[src/rtl/cpu_debug_pkg.sv]
// Shared constants and state encodings for the
// run-control debug controller.
package cpu_debug_pkg;

    localparam logic [7:0] OP_HALT   = 8'h01;
    localparam logic [7:0] OP_RESUME = 8'h02;
    localparam logic [7:0] OP_STEP   = 8'h03;
    localparam logic [7:0] OP_SETBP  = 8'h04;
    localparam logic [7:0] OP_CLRBP  = 8'h05;
    localparam logic [7:0] OP_READPC = 8'h06;
    localparam logic [7:0] OP_STATUS = 8'h07;

    localparam logic [7:0] RSP_OK  = 8'h00;
    localparam logic [7:0] RSP_ERR = 8'hEE;

    typedef enum logic [1:0] {
        RS_RUN    = 2'd0,
        RS_STEP   = 2'd1,
        RS_HALTED = 2'd2
    } run_state_e;

    typedef enum logic [1:0] {
        P_IDLE = 2'd0,
        P_ARG  = 2'd1,
        P_RSP  = 2'd2
    } parse_state_e;

endpackage

[src/rtl/cpu_debug_ctl_if.sv]
// Host debug link: command byte channel in,
// response byte channel out.
interface cpu_debug_ctl_if;

    logic       cmd_valid;
    logic       cmd_ready;
    logic [7:0] cmd_data;
    logic       rsp_valid;
    logic       rsp_ready;
    logic [7:0] rsp_data;

    modport master (
        output cmd_valid, cmd_data, rsp_ready,
        input  cmd_ready, rsp_valid, rsp_data
    );

    modport slave (
        input  cmd_valid, cmd_data, rsp_ready,
        output cmd_ready, rsp_valid, rsp_data
    );

endinterface

[src/rtl/cpu_debug_rsp_ser.sv]
// Response serializer: loads up to NB bytes plus a
// count, shifts them out LSB first on valid/ready.
module cpu_debug_rsp_ser #(
    parameter  int NB = 4,
    localparam int CW = $clog2(NB + 1)
) (
    input  logic            clk,
    input  logic            rst,
    input  logic            load,
    input  logic [NB*8-1:0] load_data,
    input  logic [CW-1:0]   load_cnt,
    input  logic            rsp_ready,
    output logic            rsp_valid,
    output logic [7:0]      rsp_data,
    output logic            last_xfer
);

    logic [NB*8-1:0] buf_q;
    logic [CW-1:0]   cnt_q;
    logic            xfer;

    assign rsp_valid = (cnt_q != '0);
    assign rsp_data  = buf_q[7:0];
    assign xfer      = rsp_valid && rsp_ready;
    assign last_xfer = xfer && (cnt_q == CW'(1));

    always_ff @(posedge clk) begin
        if (rst) begin
            buf_q <= '0;
            cnt_q <= '0;
        end else if (load) begin
            buf_q <= load_data;
            cnt_q <= load_cnt;
        end else if (xfer) begin
            buf_q <= buf_q >> 8;
            cnt_q <= cnt_q - 1'b1;
        end
    end

endmodule

[src/rtl/cpu_debug_ctl.sv]
// Run-control debug controller: host command parser plus
// RUN/STEP/HALTED FSM driving the pipeline stall.
module cpu_debug_ctl
    import cpu_debug_pkg::*;
#(
    parameter int PC_W         = 32,
    parameter bit RESET_HALTED = 1'b0
) (
    input  logic            clk,
    input  logic            rst,
    cpu_debug_ctl_if.slave  link,
    input  logic            retire_4a,
    input  logic [PC_W-1:0] pc_4a,
    output logic            dbg_stall,
    output logic            halted
);

    localparam int NB = PC_W / 8;
    localparam int CW = $clog2(NB + 1);
    localparam int AW = (NB > 1) ? $clog2(NB) : 1;
    localparam run_state_e RS_INIT =
        RESET_HALTED ? RS_HALTED : RS_RUN;

    parse_state_e    p_q, p_d;
    run_state_e      rs_q, rs_d;
    logic [AW-1:0]   arg_cnt_q;
    logic [PC_W-1:0] arg_q, arg_nx;
    logic [PC_W-1:0] bp_addr_q, halt_pc_q;
    logic            bp_en_q, skip_q;

    logic            cmd_acc, is_halted, bp_hit;
    logic            go_halt, go_resume, go_step;
    logic            set_bp, clr_bp;
    logic            ld, last_xfer;
    logic [PC_W-1:0] ld_data;
    logic [CW-1:0]   ld_cnt;

    assign link.cmd_ready = (p_q != P_RSP);
    assign cmd_acc   = link.cmd_valid && link.cmd_ready;
    assign is_halted = (rs_q == RS_HALTED);
    assign halted    = is_halted;

    // Address bytes arrive LSB first; shift each in from the top.
    assign arg_nx = (arg_q >> 8)
                  | (PC_W'(link.cmd_data) << (PC_W - 8));

    assign bp_hit = retire_4a && bp_en_q && !skip_q
                 && (pc_4a == bp_addr_q) && !is_halted;

    always_comb begin
        p_d       = p_q;
        ld        = 1'b0;
        ld_data   = PC_W'(RSP_OK);
        ld_cnt    = CW'(1);
        go_halt   = 1'b0;
        go_resume = 1'b0;
        go_step   = 1'b0;
        set_bp    = 1'b0;
        clr_bp    = 1'b0;
        unique case (p_q)
            P_IDLE: if (cmd_acc) begin
                ld  = 1'b1;
                p_d = P_RSP;
                case (link.cmd_data)
                    OP_HALT:   go_halt = 1'b1;
                    OP_RESUME: begin
                        if (is_halted) go_resume = 1'b1;
                        else ld_data = PC_W'(RSP_ERR);
                    end
                    OP_STEP: begin
                        if (is_halted) go_step = 1'b1;
                        else ld_data = PC_W'(RSP_ERR);
                    end
                    OP_SETBP: begin
                        ld  = 1'b0;
                        p_d = P_ARG;
                    end
                    OP_CLRBP:  clr_bp = 1'b1;
                    OP_READPC: begin
                        ld_data = halt_pc_q;
                        ld_cnt  = CW'(NB);
                    end
                    OP_STATUS:
                        ld_data = PC_W'({5'b0, bp_en_q, rs_q});
                    default: ld_data = PC_W'(RSP_ERR);
                endcase
            end
            P_ARG: if (cmd_acc && arg_cnt_q == AW'(NB - 1)) begin
                set_bp = 1'b1;
                ld     = 1'b1;
                p_d    = P_RSP;
            end
            P_RSP: if (last_xfer) p_d = P_IDLE;
            default: p_d = P_IDLE;
        endcase
    end

    always_comb begin
        rs_d = rs_q;
        if (is_halted) begin
            if (go_resume)    rs_d = RS_RUN;
            else if (go_step) rs_d = RS_STEP;
        end else if (go_halt || bp_hit
                  || (rs_q == RS_STEP && retire_4a)) begin
            rs_d = RS_HALTED;
        end
    end

    always_ff @(posedge clk) begin
        if (rst) begin
            p_q       <= P_IDLE;
            rs_q      <= RS_INIT;
            dbg_stall <= RESET_HALTED;
            arg_cnt_q <= '0;
            arg_q     <= '0;
            bp_en_q   <= 1'b0;
            bp_addr_q <= '0;
            halt_pc_q <= '0;
            skip_q    <= 1'b0;
        end else begin
            p_q       <= p_d;
            rs_q      <= rs_d;
            dbg_stall <= (rs_d == RS_HALTED);
            if (p_q != P_ARG) begin
                arg_cnt_q <= '0;
            end else if (cmd_acc) begin
                arg_cnt_q <= arg_cnt_q + 1'b1;
                arg_q     <= arg_nx;
            end
            if (set_bp) begin
                bp_addr_q <= arg_nx;
                bp_en_q   <= 1'b1;
            end else if (clr_bp) begin
                bp_en_q   <= 1'b0;
            end
            if (retire_4a) halt_pc_q <= pc_4a;
            // A fresh RESUME/STEP wins over a straggler retiring now.
            if (go_resume || go_step) skip_q <= 1'b1;
            else if (retire_4a)       skip_q <= 1'b0;
        end
    end

    cpu_debug_rsp_ser #(.NB(NB)) u_ser (
        .clk       (clk),
        .rst       (rst),
        .load      (ld),
        .load_data (ld_data),
        .load_cnt  (ld_cnt),
        .rsp_ready (link.rsp_ready),
        .rsp_valid (link.rsp_valid),
        .rsp_data  (link.rsp_data),
        .last_xfer (last_xfer)
    );

endmodule

[src/flat_wrapper.sv]
// flat-port wrapper written by rule: the top's interface ports become plain ports
module cpu_debug_ctl_flat import cpu_debug_pkg::*;
#(
    parameter int PC_W         = 32,
    parameter bit RESET_HALTED = 1'b0
)
  (clk, rst, retire_4a, pc_4a, dbg_stall, halted, link_cmd_valid, link_cmd_data, link_rsp_ready, link_cmd_ready, link_rsp_valid, link_rsp_data);
  cpu_debug_ctl_if link_i ();
  input  logic clk;
  input  logic rst;
  input  logic retire_4a;
  input  logic [PC_W-1:0] pc_4a;
  output logic dbg_stall;
  output logic halted;
  input wire logic [$bits(link_i.cmd_valid)-1:0] link_cmd_valid;
  input wire logic [$bits(link_i.cmd_data)-1:0] link_cmd_data;
  input wire logic [$bits(link_i.rsp_ready)-1:0] link_rsp_ready;
  output wire logic [$bits(link_i.cmd_ready)-1:0] link_cmd_ready;
  output wire logic [$bits(link_i.rsp_valid)-1:0] link_rsp_valid;
  output wire logic [$bits(link_i.rsp_data)-1:0] link_rsp_data;
  assign link_i.cmd_valid = link_cmd_valid;
  assign link_i.cmd_data = link_cmd_data;
  assign link_i.rsp_ready = link_rsp_ready;
  assign link_cmd_ready = link_i.cmd_ready;
  assign link_rsp_valid = link_i.rsp_valid;
  assign link_rsp_data = link_i.rsp_data;
  cpu_debug_ctl #(.PC_W(PC_W), .RESET_HALTED(RESET_HALTED)) u_core (.clk(clk), .rst(rst), .link(link_i), .retire_4a(retire_4a), .pc_4a(pc_4a), .dbg_stall(dbg_stall), .halted(halted));
endmodule
[config.mk]
export PLATFORM = sky130hd
export DESIGN_NAME = cpu_debug_ctl_flat
export DESIGN_NICKNAME = d
export VERILOG_FILES = /design/src/rtl/cpu_debug_pkg.sv /design/src/rtl/cpu_debug_ctl_if.sv /design/src/rtl/cpu_debug_rsp_ser.sv /design/src/rtl/cpu_debug_ctl.sv /design/src/flat_wrapper.sv
export SDC_FILE = /design/constraint.sdc
export NUM_CORES = 1
export LEC_CHECK = 0
export CAP_MARGIN = 20
export CORE_MARGIN = 4
export CORE_UTILIZATION = 30
export CTS_CLUSTER_SIZE = 28
export DETAILED_ROUTE_END_ITERATION = 7
export PLACE_DENSITY = 0.52
export SLEW_MARGIN = 10
export SYNTH_ARGS = -nofsm -noshare
export SYNTH_HDL_FRONTEND = slang
export SYNTH_SLANG_ARGS = --single-unit
[constraint.sdc]
create_clock -name clk -period 3.5 [get_ports clk]
set_input_delay 0.525 -clock clk [delete_from_list [all_inputs] [get_ports clk]]
set_output_delay 0.525 -clock clk [all_outputs]
set_load 0.1 [all_outputs]
==> summary by stage, run 1 <==
Route
The first routing iteration left 405 violations. In the routed design, unresolved DRC markers number 0. Summing over every cut layer, the via total after detailed routing is 4,610.

The number of antenna-violating nets in the routed design is 0. The first detailed-routing pass took 5 iterations. The post-detailed-route via-to-cell ratio is 4.98.

The total wire length is 15,700 um. The routed wirelength normalized by instance count is 16.9 um. The highest metal layer with signal wires is met4.

The detailed-routing wirelength on met1 is 7400 um. The detailed-routed wire length on met2 is 7370 um. The wire length on met3 is 692 um.

GRT
The global routing usage summed across all routing layers is 14.7%. The number of antenna violations at the first check in global routing is 0. The first global-routing pass estimated 24,800 um of wire. The largest net degree at the start of global routing is 71. After global routing the overflow that remains totals 0.

The number of global-route vias before repair is 4,478.

Logic synthesis
The synthesized netlist occupies a cell area of 0.00575 mm^2. The proportion of netlist area held by the largest area contributor is 45.9%. Counting flops with an async set or reset pin after synthesis yields a share of 0%.

The number of synthesized register bits is 132. The primary flip-flop cell chosen by synthesis mapping is dfxtp_1. The most instantiated library cell after synthesis is dfxtp_1. After synthesis, flip-flops and latches occupy 45.9% of the total area. Synthesis produced a netlist with a net count of 696. In the post-synthesis netlist, the biggest area contributors are dfxtp_1 (46%), nand2_1 (7.9%), mux2i_1 (6.3%). After technology mapping, the gate count stands at 647.

Each instance of the synthesized netlist takes up on average 8.89 um^2. Counting distinct cell types in the post-synthesis netlist gives 53. The number of synthesized flops with an enable pin is 0.

In the synthesized netlist, the cells that appear most often are dfxtp_1 (132), nand2_1 (121), nor2_1 (72), a21oi_1 (67), mux2i_1 (36). Yosys printed 0 warnings. The most area-hungry cell type in the Yosys netlist is dfxtp_1.

Run
Across the run, the number of max-cap violations was 0.

Setup path
In this run the critical register-to-register path is launched from u_core.p_q[1]. The kind of capture point of the worst setup path is a primary output. In this run the critical register-to-register path is captured at u_core.u_ser.buf_q[21]. Of all nets on the critical path, the largest fanout is 2.

The first element of the critical path is u_core.u_ser.buf_q[1]. STA classifies the critical path startpoint as a flop. On the critical path the largest part of the delay comes from buffers and inverters.

Counting both buffers and inverters, the worst setup path holds a total of 1. For flop-to-flop paths, the worst setup slack is 1.42 ns. By startpoint and endpoint, the worst setup path is classified as flop to primary output.

In this design, the stage delay of the slowest critical-path cell is 1.15 ns. The critical-path cell with the highest stage delay is clkdlybuf4s50_1. STA puts the critical path data required time at 2.97 ns. The signal on the critical path passes through clkdlybuf4s50_1. Data arrives at the worst endpoint at 1.92 ns. The length in cells of the worst reg-to-reg path is 6.

Timing
The worst pin sits at a relative slew slack of 34.7%. Setup repair after global routing left no endpoint under its margin. The transition time at the pin with the least slew margin is 0.976 ns. The minimum hold slack is 0.453 ns. The final max-slew violation count is 0.

The achievable clock frequency is 0.409 GHz. The setup violation total in the final timing report is 0. The number of failing hold endpoints at the final stage came to 0.

The worst path uses 69.8% of the clock period. Summed over all failing endpoints, the final setup total negative slack is 0 ns. Between clock sinks in the finished design, the worst skew comes to 0.0101 ns. The minimum clock period after layout is 2.44 ns.

Worst hold path
Along the worst hold path, the cell count comes to 2. The worst-case hold path end point is u_core.bp_addr_q[2]. In this run the worst hold path is classified as flop to flop.

The startpoint identified for the worst hold timing path is u_core.arg_q[10].

Final layout
Summing all non-filler instances in the final layout gives an area of 0.00700 mm^2. The area growth from synthesis to layout is 21.6%. The number of antenna diodes is 0. The count of non-filler cells in the finished layout is 926. The final net count is 728.

The fraction of final layout cells sized beyond drive strength 1 is 12.1%.

Clocking
The H-tree generated during clock tree synthesis spans 4 levels. TritonCTS built the clock tree. The clock passes through at most 2 buffers. The clock-pin transition on the worst setup and hold timing paths is 0.06 ns. The clock root buffer master is clkbuf_16.

In this run, post-CTS repair resized a total of 0 instances. The clock net in this run drives a total of 132 sinks. Once the clock tree was built, the setup fixing pass inserted 0 buffers.

At the later pin of the worst-skew pair, clock insertion delay measures 0.41 ns. After clock tree synthesis, the flow added hold-fix buffers numbering 0. Clock tree synthesis inserted a total of 17 buffers.

Pwr
The fraction of power spent switching nets is 26.9%. Of the total power, registers draw 40.3%. The completed layout was analyzed and its total power is 4.03 mW. For this design the static power due to leakage is 2.51 nW. The combinational share of power is 14.5%. The power per cell area is 575 mW/mm^2. The switching power summed over all nets is 1.08 mW.

The internal portion of the total power is 2.94 mW. The worst vdd rail ir drop is 0.000352 V. The share of total power dissipated in the clock network is 45.2%.

Die
The number of top-level pins is 57. Once the floorplan was initialized, standard cells occupied 30.7% of the core. Measured along the x axis, the die boundary spans 146 um. From bottom edge to top edge, the die measures 146 um.

The count of standard-cell rows is 50. The die covers 0.0215 mm^2. The placeable core region is 0.0188 mm^2.

Placed design
The standard cell area after detailed placement is 0.00639 mm^2. The congestion estimate from routability-driven global placement came to 0.843. Summed over all nets, the half-perimeter wirelength after detailed placement is 11,300 um. Including well taps, the total number of placed cells is 894. The number of buffers added on ports is 56.

Status
The flow ran to the end, and the final reports show no timing, DRC or antenna violations.
## through the flow
stage                     worst slack (ns)  util, %
after floorplan                       1.09        -
after global placement               0.689     34.0
after detailed placement             0.651     34.0
after CTS                             1.04     37.3
after global routing                 0.925     37.3
final                                 1.06     37.3
## flip-flops by register name (all words and copies together), names as in the netlist
| signal | count |
|---|---|
| u_core.arg_q | 24 |
| u_core.bp_en_q | 1 |
| u_core.skip_q | 1 |
| u_core.u_ser.cnt_q | 3 |
| u_core.u_ser.buf_q | 32 |
| u_core.dbg_stall | 1 |
| u_core.p_q | 2 |
| u_core.halt_pc_q | 32 |
| u_core.rs_q | 2 |
| u_core.bp_addr_q | 32 |
| u_core.arg_cnt_q | 2 |
## power by group through the flow
stage	Sequential [mW]	Combinational, mW	Clock, mW
floorplan	1.64	0.457	0
global placement	1.66	0.575	0
detailed placement	1.66	0.586	0
CTS	1.62	0.587	1.85
global route	1.63	0.629	1.91
finish	1.62	0.584	1.82
## routing by layer
layer | track usage, % | vias up
met1 | 19.8 | 2209
met2 | 23.6 | 107
met3 | 3.35 | 12
met4 | 4.61 | 0
met5 | 0 | -
li1 | - | 2282
## cells by family (layout without fill, tap and decap cells)
kind of cell | Yosys count | in the layout | share of synthesized area (%)
mux | 38 | 38 | 6.65
simple gates | 261 | 261 | 21.0
buf+inv | 62 | 107 | 5.74
xor+xnor | 33 | 33 | 5.02
fa+ha+maj | 4 | 4 | 0.870
flops | 132 | 132 | 45.9
compound gates | 117 | 117 | 14.8
## layout by cell type (no fill, tap or decap), drive strengths merged, types with 6 or more instances in the layout
cell type and n:
a221oi 17, nor2 74, a22oi 8, a21oi 67, clkdlybuf4s50 51, mux2i 36, nor3 28, buf 16
dfxtp 132, nor4 6, xnor2 33, clkbuf 20, nand2 121, nand4 9, inv 8
## final cells by class
type / instances / area [um^2]
sequential: 132 / 2640
fill: 1935 / 11800
inverter: 8 / 30.0
multi-input combinational: 453 / 2780
tap: 234 / 293
clock buffer: 20 / 457
timing repair buffer: 67 / 641
clock inverter: 12 / 155
## worst reg2reg max path, stage by stage, from the launching register on
cell and delay, ns:
dfxtp_1 0.38, or3b_4 0.44, a41oi_2 0.37, nor2_2 0.08
buf_4 0.25, a221oi_2 0.35, nor3_2 0.07
## worst max path at each step
stage	end	slack, ns	cells past startpoint
final	link_rsp_data[1]	1.06	1
after global routing	u_core.u_ser.buf_q[9]	0.92	7
after CTS	link_rsp_data[1]	1.04	1
after detailed placement	u_core.u_ser.buf_q[21]	0.65	7
after global placement	u_core.u_ser.buf_q[10]	0.69	7
after floorplan	u_core.u_ser.buf_q[5]	1.09	7
Power figures use the tool's default switching activity.
==> run 2: changes to the inputs <==
==> constraint.sdc (replaced) <==
create_clock -name clk -period 2.4 [get_ports clk]
set_input_delay 0.36 -clock clk [delete_from_list [all_inputs] [get_ports clk]]
set_output_delay 0.36 -clock clk [all_outputs]
set_load 0.1 [all_outputs]
==> run 2 against run 1 <==
  * Count of clock-buffer cells in the layout up 2
  * Die area unchanged
  * Largest power group unchanged
  * Non-clock buffer count up 15
  * Combinational power up 55%
  * Clock skew up 0.0030 ns
  * Worst hold slack worse by 0.018 ns
  * Highest routed layer unchanged
  * Register-to-register slack worse by 0.86 ns
==> summary by stage, run 2 (synthesized netlist as in run 1, its figures left out) <==
Timing
Final hold analysis gives a worst-case slack of 0.435 ns. The final max-slew violation count is 0. The minimum clock period after layout is 1.96 ns. Setup slack closes at 0.436 ns. Setup repair after global routing left no endpoint under its margin. The worst relative slew slack is 58.8%.

The portion of the clock cycle consumed by the worst path in the final layout is 81.8%. At the pin with the least slew margin, the transition time is 0.618 ns. The number of failing hold endpoints at the final stage is 0. The clock arrives with 0.0130 ns of skew. Setup violations remaining at the end of the flow were counted as 0. The achievable clock frequency is 0.509 GHz. Setup total negative slack on the finished layout was measured at 0 ns.

Setup path
STA puts the critical path data arrival time at 2.26 ns. The path type of the worst setup path is input port to flop. The critical path goes through clkdlybuf4s50_1 > or4_4 > nor2_2 > and3_1 > a21oi_1 > a2111oi_1. The logic depth of the worst setup path including buffers is 6. Together, buffers and inverters on the worst path number 1. The endpoint required time on the critical path is 2.70 ns.

The length in cells of the worst reg-to-reg path is 7. The worst setup path is captured at a flop. The largest fanout on the critical path is 4. The largest stage delay on the critical path is 0.64 ns.

The slowest stage of the critical path belongs to the cell or4_4. The family of cells with the greatest summed delay on the critical path is simple AND/OR/NAND/NOR gates. The worst setup path is launched from an input port.

Final layout
In the final layout, the registers with the most flip-flops are u_core.bp_addr_q (32), u_core.halt_pc_q (32), u_core.u_ser.buf_q (32). The area growth from synthesis to layout is 23.2%. Counting the fill cells in the layout gives 1,899.

For this run, the post-layout net count is 743. After routing the design area is 0.00709 mm^2. The number of antenna diodes is 0.

The fraction of final layout cells sized beyond drive strength 1 is 14.9%. The commonest non-fill, non-tap cell in the layout is dfxtp_1. Once layout is complete, the utilization of the core stands at 37.8%. The finished layout holds 940 standard cells, fillers aside. In the layout the commonest cells are dfxtp_1 (132), nand2_1 (121), nor2_1 (72).

Route
Before antenna repair, the detailed router went through 4 iterations. The number of remaining DRC errors is 0. The total wire length is 16,300 um. The detail route stage leaves a number of antenna-violating nets equal to 0. The total via count in the routed design is 4,611. In this run, the number of DRC markers left after iteration 0 of detailed routing was 270.

Using the TritonRoute via totals, the vias-per-cell ratio works out to 4.91. The routed wirelength normalized by instance count is 17.4 um.

Clocking
The clock latency at the later pin of the worst-skew pair is 0.42 ns. In this run the deepest clock path goes through 2 buffers. The post-CTS resize count is 0. For this design, the sink count on the clock tree is 132.

The post-CTS repair timing setup buffer count is 0. TritonCTS built the clock tree. The clock-pin transition on the worst setup and hold timing paths is 0.05 ns.

The clock root buffer master is clkbuf_16. The count of hold buffers inserted by post-cts repair is 0. The number of H-tree branching levels is 4. The number of buffers created by CTS is 17.

GRT
Entering global routing, the biggest net connects 56 pins. Across every metal layer, demand over resource in global routing totals 15.2%. The first-pass GRT wire length is 25,400 um. After global routing the overflow that remains totals 0.

The number of global-route vias before repair is 4,487. The number of antenna violations at the first check in global routing is 0.

Pwr
VDD sags by at most 0.000477 V. The post-layout total power is 5.74 mW. The leakage power of the design is 2.60 nW. The power per cell area is 810 mW/mm^2.

Placed design
The post-placement cell count is 909. The final weighted congestion of routability-driven global placement is 0.839. The count of buffers added on input and output ports is 56. The standard cell area after detailed placement is 0.00653 mm^2. Summed over all nets, the half-perimeter wirelength after detailed placement is 11,800 um. OpenSTA, run right after detailed placement, puts the worst setup slack at 0.0257 ns.

Run
The max capacitance violation total is 0.

Die
Once the floorplan was initialized, standard cells occupied 30.7% of the core. The chip height is 146 um. The number of top-level pins is 57.

After floorplanning, the core was sized to cover 0.0188 mm^2. The die footprint is 0.0215 mm^2. The width of the chip is 146 um. In this run the core area contains 50 standard-cell rows.

Worst hold path
Along the worst hold path, the cell count comes to 2. The path category of the worst min-delay check is input port to flop.

Status
The run finished with clean final reports.
[run 2: report_power, final]
part	internal (mW)	total [mW]	switching, mW
clock	1.54	2.47	0.929
sequential	2.29	2.37	0.0740
combinational	0.341	0.903	0.562
total	4.18	5.74	1.57
[run 2: layout make-up]
class                   count  area, um^2  area share (%)
multi-input cells         453        2780            39.3
flip-flops and latches    132        2640            37.3
inverters                   8        30.0           0.424
clock inverters             9         106            1.50
repair buffers             82         781            11.0
well taps                 234         293            4.13
clock buffers              22         454            6.41
[run 2: final timing paths]
| path | endpoint | slack (ns) | start |
|---|---|---|---|
| setup / recovery | u_core.p_q[0] | 0.44 | link_cmd_data[4] |
| hold / removal | u_core.halt_pc_q[2] | 0.43 | rst |
| setup reg to reg | u_core.u_ser.cnt_q[2] | 0.56 | u_core.p_q[1] |
| hold reg to reg | u_core.bp_addr_q[0] | 0.45 | u_core.arg_q[8] |
[run 2: metal layers]
layer  vias to the layer above  GRT usage (%)  routed length (um)
li1                       2308              -                   -
met1                      2231           20.3                7680
met2                        59           24.8                8010
met3                        13           3.48                 482
met4                         0           4.47                 161
met5                         -              0                   0
==> run 3: changes to the inputs <==
==> constraint.sdc (replaced) <==
create_clock -name clk -period 2 [get_ports clk]
set_input_delay 0.3 -clock clk [delete_from_list [all_inputs] [get_ports clk]]
set_output_delay 0.3 -clock clk [all_outputs]
set_load 0.1 [all_outputs]
==> run 3 against run 2 <==
  * Clock power is 32% higher
  * Cell count grew 2.7%
  * Total power is 26% higher
  * Combinational power grew 27%
  * Via count rose by 3.1%
  * Global-route usage is 0.20 points lower
  * Non-clock buffer count grew 27
  * First-iteration DRC count shrank 0.74%
  * Count of clock-buffer cells in the layout shrank 3
  * Sequential share of layout area decreased by 1.7 points
  * Routed wire length down 1.5%
  * Critical path type unchanged
  * Critical endpoint unchanged
==> summary by stage, run 3 (synthesized netlist as in run 1, its figures left out) <==
Status
The flow ran to the end, and the final reports show no timing, DRC or antenna violations.

Worst hold path
The path category of the worst min-delay check is input port to flop. The worst hold path begins at rst.

GRT
The number of antenna violations at the first check in global routing was 0. The fraction of met3 tracks used by global routing is 3.60%. The routing usage on met1 is 20.2%. The total overflow left after global routing is 0.

The first global-routing pass estimated 25,400 um of wire. The number of global-route vias before repair is 4,629. Entering global routing, the biggest net connects 56 pins. Global routing consumed, over all layers together, 15.1% of the routing resources. In this run the most used layer during global routing was met2. The met2 track demand over resource in global routing is 24.5%.

Clocking
The number of H-tree branching levels is 4. The TritonCTS clock tree is built. The number of clock buffers added by TritonCTS is 17. The clock root buffer master is clkbuf_16. The clock-pin transition on the worst setup and hold timing paths is 0.06 ns. The later pin in the worst-skew pair is clocked with a latency of 0.42 ns. No sink is reached through more buffers than the 2 on the longest clock path. The clock net in this run drives a total of 132 sinks.

Final layout
The library cell used most frequently in the layout, excluding fill and tap cells, is dfxtp_1. The final cell utilization of the core is 39.6%. The largest registers in the layout are u_core.bp_addr_q (32), u_core.halt_pc_q (32), u_core.u_ser.buf_q (32).

For this run, the post-layout net count is 770. The fraction of final layout cells sized beyond drive strength 1 is 18.6%. In the layout the commonest cells are dfxtp_1 (132), nand2_1 (121), nor2_1 (72). The area growth from synthesis to layout is 29.0%. The number of antenna diodes is 0.

Route
The first detailed-routing pass ran for 5 iterations. After the first detailed-routing iteration, the DRC count stood at 268. The number of remaining DRC errors is 0. Dividing the detail-routed wire length by the instance count gives 16.7 um. For this block, the routed nets add up to 16,100 um of wire. The number of antenna-violating nets in the routed design is 0. The post-detailed-route via-to-cell ratio is 4.92. The total via count in the routed design is 4,752.

Timing
Setup violations remaining at the end of the flow were counted as 0. Setup total negative slack on the finished layout was measured at 0 ns. Between clock sinks in the finished design, the worst skew comes to 0.00872 ns. Setup repair after global routing left no endpoint under its margin. The transition time at the pin with the least slew margin is 0.418 ns. The minimum clock period after layout is 1.88 ns. For this run, the top clock speed supported by timing is 0.532 GHz. Setup slack closes at 0.122 ns. Across all hold checks on the routed design, the worst slack comes to 0.293 ns. Of the available clock period, the critical path in the final layout requires 93.9%. The number of failing hold endpoints at the final stage is 0.

Measured against its own limit, the worst slew margin works out to 72.1%. The final max-slew violation count came to 0.

Die
The number of top-level pins is 57. Measured along the x axis, the die boundary spans 146 um. The count of standard-cell rows is 50.

The initial core utilization is 30.7%. The die covers 0.0215 mm^2. The chip height is 146 um.

The placeable core region is 0.0188 mm^2.

Setup path
The endpoint required time on the critical path is 2.31 ns. The kind of capture point of the worst setup path is a flop. The kind of start point of the critical path is an input port. The first element of the critical path is link_cmd_data[4]. The worst setup path is of the input port to flop kind. The startpoint identified for the worst register-to-register timing path is u_core.p_q[0]. The worst endpoint data arrival time is 2.19 ns. The largest fanout on the critical path is 4.

Placed design
The HPWL reported at the end of detailed placement is 11,800 um. The congestion estimate from routability-driven global placement came to 0.837. The count of buffers added on input and output ports is 56. Before CTS, the worst setup slack after placement is -0.309 ns.

Pwr
The post-layout total power is 7.24 mW. Power spread over the standard cell area amounts to 975 mW/mm^2. The worst vdd rail ir drop is 0.000630 V. The leakage power of the design is 2.78 nW.

Run
The max capacitance violation total is 0.
[run 3: cell count changes in the layout (fill, tap and decap cells not counted), sizes merged]
cell | previous run | this run
bufinv | 2 | 4
clkbuf | 22 | 19
clkinv | 4 | 3
buf | 40 | 67
[run 3: worst paths after layout]
kind	endpoint	slack, ns	cells past startpoint
worst max register to register	u_core.u_ser.buf_q[23]	0.18	6
worst min register to register	u_core.bp_addr_q[6]	0.45	2
worst min-delay path	u_core.halt_pc_q[6]	0.29	2
worst max-delay path	u_core.p_q[0]	0.12	6
[run 3: per-stage QoR]
| stage | cell area [um^2] | std cells |
|---|---|---|
| final | 7430 | 965 |
| after global routing | 7430 | 965 |
| after CTS | 7420 | 965 |
| after detailed placement | 6810 | 936 |
| after global placement | 6810 | 936 |
| after floorplan | 5760 | 647 |
[run 3: area by class of cell]
class / instances / area (um^2)
clock buffer: 19 / 453
clock inverter: 10 / 158
fill: 1891 / 11300
inverter: 8 / 30.0
multi-input combinational: 453 / 2790
sequential: 132 / 2640
tap: 234 / 293
timing repair buffer: 109 / 1060
[run 3: worst max-delay path: stages]
cell and delay [ns]:
clkdlybuf4s50_1 0.50, or4_4 0.62, nor2_2 0.16, and3_1 0.19
a21oi_1 0.07, a2111oi_1 0.34
[run 3: metal layers]
layer / vias to the layer above / share of wire (%)
li1: 2366 / -
met1: 2292 / 47
met2: 80 / 48
met3: 14 / 3.9
met4: 0 / 0.90
met5: - / 0
[run 3: what timing repair did]
item	CTS	global route
setup buffers	0	0
hold buffers	0	0
endpoints found under the setup margin	0	1
gates resized for setup	0	2
hold endpoints to repair	0	0
[run 3: report_power, final]
| group | internal [mW] | total (mW) | leakage [nW] | switching (mW) |
|---|---|---|---|---|
| clock network | 2.12 | 3.25 | 0.293 | 1.13 |
| registers | 2.75 | 2.84 | 1.08 | 0.0845 |
| logic | 0.463 | 1.15 | 1.42 | 0.689 |
| total | 5.34 | 7.24 | 2.78 | 1.90 |
